--- src/rtl/stopwatch_ctrl_pkg.sv ---
// Shared definitions for the stopwatch sequencing controller: FSM state
// encodings (visible on the state port) and default timing constants.
package stopwatch_ctrl_pkg;

  typedef enum logic [2:0] {
    ST_IDLE  = 3'd0,
    ST_RUN   = 3'd1,
    ST_PAUSE = 3'd2,
    ST_PROG  = 3'd3,
    ST_DONE  = 3'd4
  } state_t;

  localparam int TW_DEF             = 23;
  localparam int SEC_MS_DEF         = 1000;
  localparam int MIN_MS_DEF         = 60000;
  localparam int MAX_MS_DEF         = 5999999;
  localparam int DEFAULT_PRESET_DEF = 60000;
  localparam int BEEP_CYCLES_DEF    = 50000000;

endpackage

--- src/rtl/stopwatch_ctrl_button_edge.sv ---
// Rising-edge detector for an already-synchronised button level.
// The previous-level register resets to 1 so that a button held down while
// reset is released is not mistaken for a fresh press.
module button_edge (
  input  logic clock,
  input  logic reset_n,
  input  logic btn,
  output logic press
);

  logic prev;

  // Remember last cycle's level; reset high to swallow a held button.
  always_ff @(posedge clock or negedge reset_n) begin
    if (!reset_n) begin
      prev <= 1'b1;
    end else begin
      prev <= btn;
    end
  end

  assign press = btn & ~prev;

endmodule

--- src/rtl/stopwatch_ctrl.sv ---
// Stopwatch sequencing controller. Turns debounced button levels into
// count enable / direction / clear / load commands for the millisecond
// time counter, owns the count-down preset (edited in program mode) and
// times the expiry beep.
module stopwatch_ctrl
  import stopwatch_ctrl_pkg::*;
#(
  parameter int TW                = TW_DEF,
  parameter int SEC_MS            = SEC_MS_DEF,
  parameter int MIN_MS            = MIN_MS_DEF,
  parameter int MAX_MS            = MAX_MS_DEF,
  parameter int DEFAULT_PRESET_MS = DEFAULT_PRESET_DEF,
  parameter int BEEP_CYCLES       = BEEP_CYCLES_DEF
) (
  input  logic          clock,
  input  logic          reset_n,
  input  logic          startstop,
  input  logic          clear,
  input  logic          prog,
  input  logic          up,
  input  logic          increment,
  input  logic          min,
  input  logic          cnt_zero,
  input  logic          cnt_max,
  output logic          cnt_en,
  output logic          cnt_up,
  output logic          cnt_clear,
  output logic          cnt_load,
  output logic [TW-1:0] preset_ms,
  output logic [2:0]    state,
  output logic          beep
);

  // Beep counter is sized to hold BEEP_CYCLES itself; keep at least one bit.
  localparam int BW = (BEEP_CYCLES < 1) ? 1 : $clog2(BEEP_CYCLES + 1);

  localparam logic [TW:0]   SEC_STEP     = (TW + 1)'(SEC_MS);
  localparam logic [TW:0]   MIN_STEP     = (TW + 1)'(MIN_MS);
  localparam logic [TW:0]   MAX_LIM      = (TW + 1)'(MAX_MS);
  localparam logic [TW-1:0] PRESET_RESET = TW'(DEFAULT_PRESET_MS);
  localparam logic [BW-1:0] BEEP_INIT    = BW'(BEEP_CYCLES);
  localparam logic [BW-1:0] BEEP_ONE     = BW'(1);
  localparam logic          BEEP_ON      = (BEEP_CYCLES != 0);

  // Preset after one increment step; one extra bit catches the overflow
  // so anything past the largest legal preset wraps back to zero.
  function automatic logic [TW-1:0] preset_after_inc(input logic [TW-1:0] cur,
                                                     input logic          use_min);
    logic [TW:0] sum;
    sum = {1'b0, cur} + (use_min ? MIN_STEP : SEC_STEP);
    if (sum > MAX_LIM) begin
      return '0;
    end
    return sum[TW-1:0];
  endfunction

  state_t        st_q, st_d;
  logic          dir_q, dir_d;
  logic [TW-1:0] preset_q, preset_d;
  logic          clr_d, ld_d;
  logic [BW-1:0] bcnt_q;
  logic          beep_q;
  logic          ss_press, clr_press, inc_press;

  button_edge u_ss_edge (
    .clock   (clock),
    .reset_n (reset_n),
    .btn     (startstop),
    .press   (ss_press)
  );

  button_edge u_clr_edge (
    .clock   (clock),
    .reset_n (reset_n),
    .btn     (clear),
    .press   (clr_press)
  );

  button_edge u_inc_edge (
    .clock   (clock),
    .reset_n (reset_n),
    .btn     (increment),
    .press   (inc_press)
  );

  // Next state, direction, preset edits, clear/load requests and the
  // combinational count enable (dropped the same cycle the limit is seen).
  always_comb begin
    st_d     = st_q;
    dir_d    = dir_q;
    preset_d = preset_q;
    clr_d    = 1'b0;
    ld_d     = 1'b0;
    cnt_en   = 1'b0;

    case (st_q)
      ST_IDLE: begin
        if (clr_press) begin
          st_d = ST_IDLE;
        end else if (prog) begin
          st_d = ST_PROG;
        end else if (ss_press && (up || (preset_q != '0))) begin
          // Counting down from a zero preset would expire instantly.
          dir_d = up;
          clr_d = up;
          ld_d  = ~up;
          st_d  = ST_RUN;
        end
      end

      ST_RUN: begin
        cnt_en = ~(dir_q ? cnt_max : cnt_zero);
        if (clr_press) begin
          st_d = ST_IDLE;
        end else if (ss_press) begin
          st_d = ST_PAUSE;
        end else if (!dir_q && cnt_zero) begin
          st_d = ST_DONE;
        end else if (dir_q && cnt_max) begin
          st_d = ST_PAUSE;
        end
      end

      ST_PAUSE: begin
        if (clr_press) begin
          st_d = ST_IDLE;
        end else if (prog) begin
          st_d = ST_PROG;
        end else if (ss_press) begin
          st_d = ST_RUN;
        end
      end

      ST_PROG: begin
        if (clr_press) begin
          preset_d = '0;
        end else if (!prog) begin
          st_d = ST_IDLE;
        end else if (inc_press) begin
          preset_d = preset_after_inc(preset_q, min);
        end
      end

      ST_DONE: begin
        if (clr_press || ss_press) begin
          st_d = ST_IDLE;
        end
      end

      default: begin
        st_d = ST_IDLE;
      end
    endcase

    // Every arrival in IDLE re-primes the datapath for the selected direction.
    if ((st_d == ST_IDLE) && (st_q != ST_IDLE)) begin
      dir_d = up;
      clr_d = up;
      ld_d  = ~up;
    end
  end

  // Control registers: state, direction, preset and the one-cycle pulses.
  always_ff @(posedge clock or negedge reset_n) begin
    if (!reset_n) begin
      st_q      <= ST_IDLE;
      dir_q     <= 1'b1;
      preset_q  <= PRESET_RESET;
      cnt_clear <= 1'b0;
      cnt_load  <= 1'b0;
    end else begin
      st_q      <= st_d;
      dir_q     <= dir_d;
      preset_q  <= preset_d;
      cnt_clear <= clr_d;
      cnt_load  <= ld_d;
    end
  end

  // Beep timer: armed on entry to DONE, counts down while DONE persists,
  // and is forced off the moment DONE is left.
  always_ff @(posedge clock or negedge reset_n) begin
    if (!reset_n) begin
      bcnt_q <= '0;
      beep_q <= 1'b0;
    end else if ((st_d == ST_DONE) && (st_q != ST_DONE)) begin
      bcnt_q <= BEEP_INIT;
      beep_q <= BEEP_ON;
    end else if ((st_d == ST_DONE) && (st_q == ST_DONE)) begin
      if (bcnt_q > BEEP_ONE) begin
        bcnt_q <= bcnt_q - BEEP_ONE;
      end else begin
        bcnt_q <= '0;
        beep_q <= 1'b0;
      end
    end else begin
      bcnt_q <= '0;
      beep_q <= 1'b0;
    end
  end

  assign cnt_up    = dir_q;
  assign preset_ms = preset_q;
  assign state     = st_q;
  assign beep      = beep_q;

endmodule

--- config.mk ---
export PLATFORM = sky130hd
export DESIGN_NAME = stopwatch_ctrl
export DESIGN_NICKNAME = d
export VERILOG_FILES = /design/src/rtl/stopwatch_ctrl_pkg.sv /design/src/rtl/stopwatch_ctrl_button_edge.sv /design/src/rtl/stopwatch_ctrl.sv
export SDC_FILE = /design/constraint.sdc
export NUM_CORES = 1
export LEC_CHECK = 0
export ABC_AREA = 1
export BUFFER_PORTS_ARGS = -buffer_cell sky130_fd_sc_hd__buf_4
export CORE_MARGIN = 5
export CORE_UTILIZATION = 55
export DETAILED_ROUTE_END_ITERATION = 7
export PLACE_DENSITY = 0.87
export SETUP_SLACK_MARGIN = 0.15
export SLEW_MARGIN = 20
export SYNTH_ARGS = -nofsm -noshare
export SYNTH_HDL_FRONTEND = slang
export SYNTH_SLANG_ARGS = --single-unit
--- constraint.sdc ---
create_clock -name clock -period 3.1 [get_ports clock]
set_clock_uncertainty 0.1 [all_clocks]
set_input_delay 0.155 -clock clock [delete_from_list [all_inputs] [get_ports clock]]
set_output_delay 0.155 -clock clock [all_outputs]
set_load 0.005 [all_outputs]
---- Word level (Yosys, flattened, before mapping) ----
Index checks and enable logic that the tools add are counted.
storage, ports and cells
  bits in registers ....................... 59
  output and inout bits ................... 31
  word-level logic and storage cells ...... 98
cells by class
  add/subtract/negate cells ............... 2
  order comparisons ....................... 2
  equal/unequal tests ..................... 9
  muxes and demuxes ....................... 48
  bitwise gates (word level) .............. 8
  reduce and logical (&&, ||, !) cells .... 19
operator list
  cell                                                                    count
  23-bit two-way mux                                                      5
  26-bit two-way mux                                                      3
  3-bit two-way mux                                                       13
  26-bit by 1-bit > comparator with 1-bit output, second input constant   1
  26-bit by 1-bit subtractor with 26-bit output, second input constant    1
  1-bit two-way mux                                                       25
  23-bit by 16-bit adder with 24-bit output                               1
  24-bit by 23-bit > comparator with 1-bit output, second input constant  1
  23-bit nonzero test                                                     1
  16-bit two-way mux                                                      1
  3-bit case mux with 5 select lines                                      1
  2-bit nonzero test                                                      4
  3-bit by 2-bit == test with 1-bit output, second input constant         2
  3-bit == test, second input constant                                    2
  1-bit logical AND                                                       6
  3-bit zero test                                                         2
  3-bit != test, second input constant                                    2
  1-bit NOT                                                               5
  2-bit by 1-bit != test with 1-bit output, second input constant         2
  4-bit AND reduction                                                     1
  1-bit bitwise AND                                                       3
  3-bit by 1-bit == test with 1-bit output, second input constant         1
  3-bit AND reduction                                                     1
  3-bit nonzero test                                                      1
  2 further kinds                                                         3

---- Logic depth before layout (Yosys ltp) ----
Gate-level depths: netlist (run 1).
  depth in word-level cells ............... 12
  depth in mapped cells ................... 19
  gate-level depth less buffers ........... 18

---- Cells and area by module ----
From an unflattened synthesis (run 1), not the netlist that was laid out.
unflattened totals
  cell total of the unflattened synthesis .. 557
  area total of the unflattened synthesis .. 3880.0 µm²
modules (own cells, without submodules)
  module          instances  cells each  area each (µm²)  sequential area each (µm²)
  stopwatch_ctrl  1          548         3771.1           1336.3
  button_edge     3          3           36.3             26.3

---- Worst setup path after synthesis (run 1) ----
OpenSTA, ideal clock, no wires.
  path kind ............................... register -> register
  from .................................... register preset_q[15] (netlist: preset_ms[15])
  to ...................................... register preset_q[22] (netlist: preset_ms[22])
  arrival time ............................ 1.981 ns
  setup slack ............................. 0.902 ns
  cell stages (with the launch flop) ...... 15
  buffers on the path ..................... 1
  cell sequence ........................... dfstp_2 > ha_1 > nand2_1 > inv_1 > a21boi_1 > nand3_2 > nand2_1 > nand2_1 > nand2_1 > nand2_1 > nor2_4 > nand2_2 > buf_6 > nand3_2 > nand2_1
between the ends
  longest elaborated chain between the ends .. 11
RTL lines
  element                                          line                   source
  start: declaration                               stopwatch_ctrl.sv:59   logic [TW-1:0] preset_q, preset_d;
  start signal: assignment                         stopwatch_ctrl.sv:174  preset_q <= preset_d;
  23-bit by 16-bit adder with 24-bit output (*)    stopwatch_ctrl.sv:50   sum = {1'b0, cur} + (use_min ? MIN_STEP : SEC_STEP);
  24-bit by 23-bit > comparator with 1-bit output  stopwatch_ctrl.sv:51   if (sum > MAX_LIM) begin
  1-bit two-way mux                                stopwatch_ctrl.sv:51
  1-bit two-way mux                                stopwatch_ctrl.sv:139  end else if (inc_press) begin
  1-bit two-way mux                                stopwatch_ctrl.sv:137  end else if (!prog) begin
  1-bit two-way mux                                stopwatch_ctrl.sv:135  if (clr_press) begin
  1-bit two-way mux                                stopwatch_ctrl.sv:96   case (st_q)
  23-bit two-way mux (*)                           stopwatch_ctrl.sv:54   return sum[TW-1:0];
  23-bit two-way mux (*)                           stopwatch_ctrl.sv:139
  23-bit two-way mux (*)                           stopwatch_ctrl.sv:137
  23-bit two-way mux (*)                           stopwatch_ctrl.sv:135
Mark *: on every way between the ends. The rest lies on a longest branch, timed or not. The select of a mux whose other input is x is not followed.
A chain may end at the register's enable or synchronous reset.

---- Worst setup path in the final report (run 1) ----
  from .................................... register preset_q[7] (netlist: preset_ms[7])
  to ...................................... register preset_q[21] (netlist: preset_ms[21])
The elaborated chain is that of the path after synthesis.

==> impl_metrics.json, run 1 <==
{
  "die_area_um2": 8940,
  "dp_slack_ns": 0.427,
  "relSlewSlack_pct": 45.4,
  "final_util_pct": 63.6,
  "layout-drive-gt1-share_pct": 15.1,
  "cts_buffers": 5,
  "leakage_nw": 2.53,
  "crit_path_start": "preset_ms[7]$_DFFE_PN0P_",
  "worst_pin_slew_ns": 0.816,
  "end_kind": "flop",
  "top_layer": "met4",
  "hold_viol_final": 0,
  "io_buffers": 37,
  "overflow": 0,
  "drtIter0Drc": 326,
  "area.sequential_um2": 1420,
  "ys_top_cells_by_area": "dfrtp_1 29%, nand2_1 14%, nor2_1 8.8%, dfstp_2 7.4%, inv_1 6.3%",
  "routed_wl_um": 9410,
  "yosysTopAreaCellShare_pct": 28.6,
  "clk_latency_ns": 0.30,
  "clk_pin_slew_ns": 0.10,
  "wl_per_cell_um": 13.6,
  "cts_tree": "yes",
  "netlist_instances": 559,
  "hold_class": "in2reg",
  "nNetsFinal": 615,
  "wl_met2_um": 4390,
  "via_per_inst": 5.32,
  "syn-mean-instance-area_um2": 7.03,
  "antenna_found_initial": 0,
  "core_area_um2": 6870,
  "ys.flop_type": "dfrtp_1",
  "area_growth_syn_to_layout_pct": 11.2,
  "syn_area_um2": 3930,
  "cts.sinks": 56,
  "fp.dieW_um": 94.5,
  "multiInputGateArea_um2": 2140,
  "worstPathMaxFanout": 20,
  "synth.top_cells.by_count": "148 x nand2_1, 92 x nor2_1, 66 x inv_1, 45 x dfrtp_1, 43 x nand3_1",
  "fin_tns_setup_ns": 0,
  "num_rows": 30,
  "grt_max_degree": 57,
  "start_util_pct": 57.2,
  "dp_hpwl_um": 6970,
  "arrival_ns": 2.69,
  "grt_usage_pct": 22.0,
  "rsz0062_at_grt": "no",
  "min_period_over_period_pct": 83.7,
  "peakVddDrop_mv": 0.468,
  "cellPowerDensity_nw_per_um2": 800,
  "drv_slew": 0,
  "boundaryPins": 41,
  "fp.dieH_um": 94.5,
  "min_from": "prog",
  "n_fill_cell": 616,
  "yosysWarnings": 0,
  "fmax_mhz": 385,
  "m1WireLength_um": 4240,
  "drc": 0,
  "ant_nets": 0,
  "startpoint_type": "flop",
  "antennaDiodeCount": 0,
  "num_vias": 3683,
  "status": "finished, final reports clean",
  "grt_pass1_vias": 3518,
  "setup_slack_ns": 0.504,
  "route.met3.wl_um": 684,
  "htreeDepth": 2,
  "crit_required_ns": 3.20,
  "crit_type": "reg2reg",
  "cts_root_buffer": "clkbuf_8",
  "grt_pass1_wl_um": 16100,
  "synth_edf_count": 0,
  "synth_top_cell_by_area": "dfrtp_1",
  "ys_async_sr_fraction_pct": 100,
  "setup_viol": 0,
  "synth_seq_cells": 56,
  "synth_cell_types": 37,
  "r2r-start": "preset_ms[7]$_DFFE_PN0P_",
  "yosysMostFrequentCell": "nand2_1",
  "ys_seq_area_share_pct": 36.0,
  "layout_min_cycle_time_ns": 2.60,
  "drtPass1Iterations": 5,
  "cts.path.max_buffers": 2,
  "gp_congestion": 0.957,
  "cap_violations": 0
}
[cell type report]
class,instances,share of cell area (%)
clock inverters,1,0.172
inverters,69,5.92
clock buffers,7,1.97
multi-input cells,419,49.0
repair buffers,44,7.84
flip-flops and latches,56,32.4
well taps,96,2.75
[through the flow]
stage / total power [mW] / hold WS, ns / std cells / instance area [um^2]
floorplan: 2.49 / -0.241 / 561 / 3940
global placement: 2.99 / 0.145 / 679 / 4220
detailed placement: 3.04 / 0.159 / 679 / 4220
CTS: 3.49 / 0.123 / 692 / 4370
global route: 3.81 / 0.180 / 692 / 4370
finish: 3.50 / 0.122 / 692 / 4370
[placed cells by master, fill, tap and decap left out, drive strengths merged]
cell / count
a211oi: 2
a21boi: 1
a21o: 2
a21oi: 11
and2: 1
buf: 39
clkbuf: 7
clkinv: 1
clkinvlp: 1
conb: 3
dfrtp: 45
dfstp: 11
dlygate4sd3: 5
ha: 10
inv: 68
nand2: 157
nand3: 56
nand4: 15
nor2: 97
nor3: 11
nor4: 1
o21a: 1
o21ai: 22
or2: 2
xnor2: 8
xor2: 19
[cells by family after synthesis]
logic type,count (synthesis),share of synthesized area [%]
buffers and inverters,86,9.87
AO/OA/AOI/OAI,39,5.82
flip-flops,56,36.0
XOR/XNOR,27,6.02
adder cells (fa/ha/maj),10,3.18
AND/OR/NAND/NOR,340,39.0
other,1,0.0954
[power by group]
group	leakage, nW	switching, mW	internal (mW)
Clock	0.0445	0.237	0.182
Sequential	0.730	0.221	0.927
Combinational	1.76	1.16	0.773
[path summary, 6_finish.rpt]
kind,endpoint,slack (ns),depth (start not counted)
max reg2reg,preset_ms[21]$_DFFE_PN0P_,0.50,12
max in group asynchronous,bcnt_q[23]$_DFF_PN0_,2.09,2
min reg2reg,preset_ms[14]$_DFFE_PN1P_,0.41,2
max,preset_ms[21]$_DFFE_PN0P_,0.50,12
min,state[0]$_DFF_PN0_,0.12,5
min in group asynchronous,preset_ms[8]$_DFFE_PN0P_,0.35,2
[metal layers]
layer / GRT usage [%] / vias up
met5: 0 / -
met3: 3.43 / 10
met2: 35.3 / 125
met4: 5.53 / 0
li1: - / 1831
met1: 31.3 / 1717
[timing repair]
action	4_1_cts	5_1_grt
hold endpoints to repair	50	0
hold buffers	5	0
buffers inserted	0	0
gates resized for setup	0	1
endpoints found under the setup margin	0	7
[sequential cells by signal, indices dropped and copies added, names as in the netlist]
register	cells
cnt_clear	1
beep	1
u_inc_edge.prev	1
u_clr_edge.prev	1
state	3
preset_ms	20
cnt_up	1
bcnt_q	26
u_ss_edge.prev	1
cnt_load	1
[worst max-delay path: stages (launching register included)]
cell,delay (ns)
dfrtp_1,0.46
ha_1,0.39
nand2_1,0.12
clkinv_1,0.10
nand2_2,0.09
nand2_1,0.11
a21o_1,0.19
xor2_1,0.20
nand3_1,0.11
nor2_1,0.19
nand2_4,0.22
nand3_1,0.16
nand2_1,0.06
(Power assumes the default switching activity.)
==> run 2, diff against run 1 <==
- ABC_AREA: 1 -> 0
- CORE_UTILIZATION: 55 -> 53
- PLACE_DENSITY: 0.87 -> 0.88
- clock period: 3.1 -> 2.1 ns (I/O delays scaled with it)
==> run 2 against run 1 <==
Effect of this change: the flow now finishes with violations (negative setup slack); critical path depth shrank 1; die area shrank 7.3%; clock-buffer cell count shrank 1; final area grew 29%; synthesized cell count shrank 30%.
==> impl_metrics.json, run 2 <==
{
  "cts_root_buffer": "clkbuf_8",
  "grt_pass1_wl_um": 21900,
  "startpoint_type": "flop",
  "clk_latency_ns": 0.32,
  "ant_nets": 0,
  "ys_top_cells_by_area": "dfrtp_1 32%, dfstp_2 8.3%, xnor2_1 4.5%, nor2_1 4.4%, o21ai_0 3.9%",
  "synth_top_cell_by_area": "dfrtp_1",
  "crit_type": "reg2reg",
  "area.sequential_um2": 1420,
  "n_fill_cell": 285,
  "start_util_pct": 54.5,
  "layout_min_cycle_time_ns": 3.25,
  "peakVddDrop_mv": 1.06,
  "largest_reg_flops": 26,
  "violations": "negative setup slack",
  "cts_buffers": 5,
  "io_buffers": 37,
  "crit_path_cell_trace": "ha_4, ha_4, or4_4, a32oi_2, nor2_1, o32a_1, o311a_4, o311ai_4, buf_6, a31o_2, a22o_1",
  "min_period_over_period_pct": 155,
  "worst_path_most_repeated_cell": "ha_4",
  "whs_ns": 0.171,
  "syn_area_um2": 3480,
  "area_growth_syn_to_layout_pct": 61.8,
  "gp_congestion": 0.927,
  "antenna_found_initial": 0,
  "wl_per_cell_um": 22.9,
  "critPathBufInv": 1,
  "grt_max_degree": 57,
  "drv_slew": 0,
  "reg2reg_slack_ns": -1.15,
  "critical-path-top-delay-family": "compound AO/OA/AOI/OAI gates",
  "drtPass1Iterations": 7,
  "cts_tree": "yes",
  "synth_cell_types": 61,
  "setup_slack_ns": -1.15,
  "final_cell_mix": "148 x buf_4, 45 x dfrtp_1, 33 x nand2_1",
  "htreeDepth": 2,
  "final_util_pct": 88.2,
  "ys_seq_area_share_pct": 40.7,
  "clk_pin_slew_ns": 0.11,
  "cellPowerDensity_nw_per_um2": 1250,
  "cap_violations": 0,
  "regMostFlops": "bcnt_q",
  "layout-drive-gt1-share_pct": 50.2,
  "synth_seq_cells": 56,
  "rsz0062_at_grt": "yes",
  "setup_viol": 51,
  "final_common_cell": "buf_4",
  "num_vias": 4236,
  "fin_tns_setup_ns": -27.93,
  "status": "finished, violations left",
  "yosysWarnings": 0,
  "end_kind": "flop",
  "cts.sinks": 56,
  "num_rows": 29,
  "ys.flop_type": "dfrtp_1",
  "multiInputGateArea_um2": 2450,
  "hold_class": "in2reg",
  "drtIter0Drc": 478,
  "crit_required_ns": 2.26,
  "cpMaxStageDelayCell": "or4_4",
  "fmax_mhz": 307,
  "grt_pass1_vias": 4312,
  "synth_edf_count": 0,
  "fp.dieH_um": 91.0,
  "boundaryPins": 41,
  "grt_usage_pct": 32.6,
  "leakage_nw": 2.68,
  "antennaDiodeCount": 0,
  "crit_path_end": "preset_ms[5]$_DFFE_PN1P_",
  "core_area_um2": 6390,
  "die_area_um2": 8290,
  "r2r-start": "preset_ms[3]$_DFFE_PN0P_",
  "crit_path_start": "preset_ms[3]$_DFFE_PN0P_",
  "netlist_instances": 392,
  "worst_pin_slew_ns": 0.750,
  "routed_wl_um": 14600,
  "nNetsFinal": 579,
  "yosysTopAreaCellShare_pct": 32.4,
  "dp_slack_ns": -1.05,
  "rr_endpoint": "preset_ms[5]$_DFFE_PN1P_",
  "syn-mean-instance-area_um2": 8.88,
  "fp.dieW_um": 91.0,
  "yosysMostFrequentCell": "dfrtp_1",
  "worstPathMaxFanout": 5,
  "cts.path.max_buffers": 2,
  "hold_viol_final": 0,
  "via_per_inst": 6.65,
  "relSlewSlack_pct": 50.0,
  "rr_worst_depth": 11,
  "ys_async_sr_fraction_pct": 100,
  "cp.depth": 11,
  "synth.top_cells.by_count": "45 x dfrtp_1, 41 x nor2_1, 35 x nand2_1, 27 x o21ai_0, 18 x xnor2_1",
  "slowest_delay_ns": 0.50,
  "arrival_ns": 3.41,
  "dp_hpwl_um": 7780,
  "overflow": 0,
  "drc": 0
}
## run 2: worst min path at each step
| stage | slack, ns | depth (start not counted) | from | endpoint |
|---|---|---|---|---|
| 2_1_floorplan | -0.29 | 0 | reset_n | bcnt_q[0]$_DFF_PN0_ |
| 3_3_place_gp | 0.09 | 1 | reset_n | bcnt_q[21]$_DFF_PN0_ |
| 3_5_place_dp | 0.1 | 1 | reset_n | bcnt_q[21]$_DFF_PN0_ |
| 4_1_cts | 0.18 | 5 | cnt_max | state[1]$_DFF_PN0_ |
| 5_1_grt | 0.21 | 5 | cnt_max | state[1]$_DFF_PN0_ |
| 6_report | 0.17 | 5 | cnt_max | state[1]$_DFF_PN0_ |
## run 2: stage by stage
stage	std cells	power (mW)	cell area [um^2]
finish	637	7.03	5630
global route	637	7.34	5630
CTS	634	6.34	5410
detailed placement	600	5.13	4770
global placement	600	4.96	4770
floorplan	394	3.44	3670
## run 2: where the power goes
| part | internal, mW | switching, mW |
|---|---|---|
| combinational | 2.39 | 2.42 |
| clock | 0.239 | 0.386 |
| sequential | 1.34 | 0.253 |
## run 2: cell families (layout without fill, tap and decap cells)
| group | after synthesis | in the layout | synth area share (%) |
|---|---|---|---|
| AOI/OAI and AO/OA | 100 | 100 | 19.9 |
| xor gates and xnor gates | 28 | 28 | 7.05 |
| adders and majority gates | 10 | 10 | 3.60 |
| buffers and inverters | 33 | 199 | 4.67 |
| DFF | 56 | 56 | 40.7 |
| muxes | 3 | 3 | 0.863 |
| other | 1 | 3 | 0.108 |
| and+or+nand+nor | 161 | 161 | 23.2 |
## run 2: what timing repair did
action | in CTS | in global routing
resized for setup | 68 | 36
pin swaps | 24 | 11
endpoints found under the hold margin | 50 | 0
cloned | 4 | 0
endpoints found under the setup margin | 51 | 51
hold buffers | 5 | 0
setup buffers | 17 | 3
## run 2: per-layer routing
layer / routed length [um] / GRT usage (%)
met5: 0 / 0
met4: 1100 / 18.6
met3: 1210 / 5.21
met2: 7220 / 58.1
met1: 5070 / 36.5
## run 2: worst min-delay path: stages
cell and delay (ns):
buf_4 0.11, nand2_1 0.08, a22o_1 0.12, a211o_1 0.13, inv_1 0.04
## run 2: final cells by class
cell class | count | area share, %
clock buffers | 6 | 1.29
clock inverters | 2 | 0.289
inverters | 13 | 0.867
multi-input cells | 305 | 43.5
flip-flops and latches | 56 | 25.1
well taps | 77 | 1.71
repair buffers | 178 | 27.2
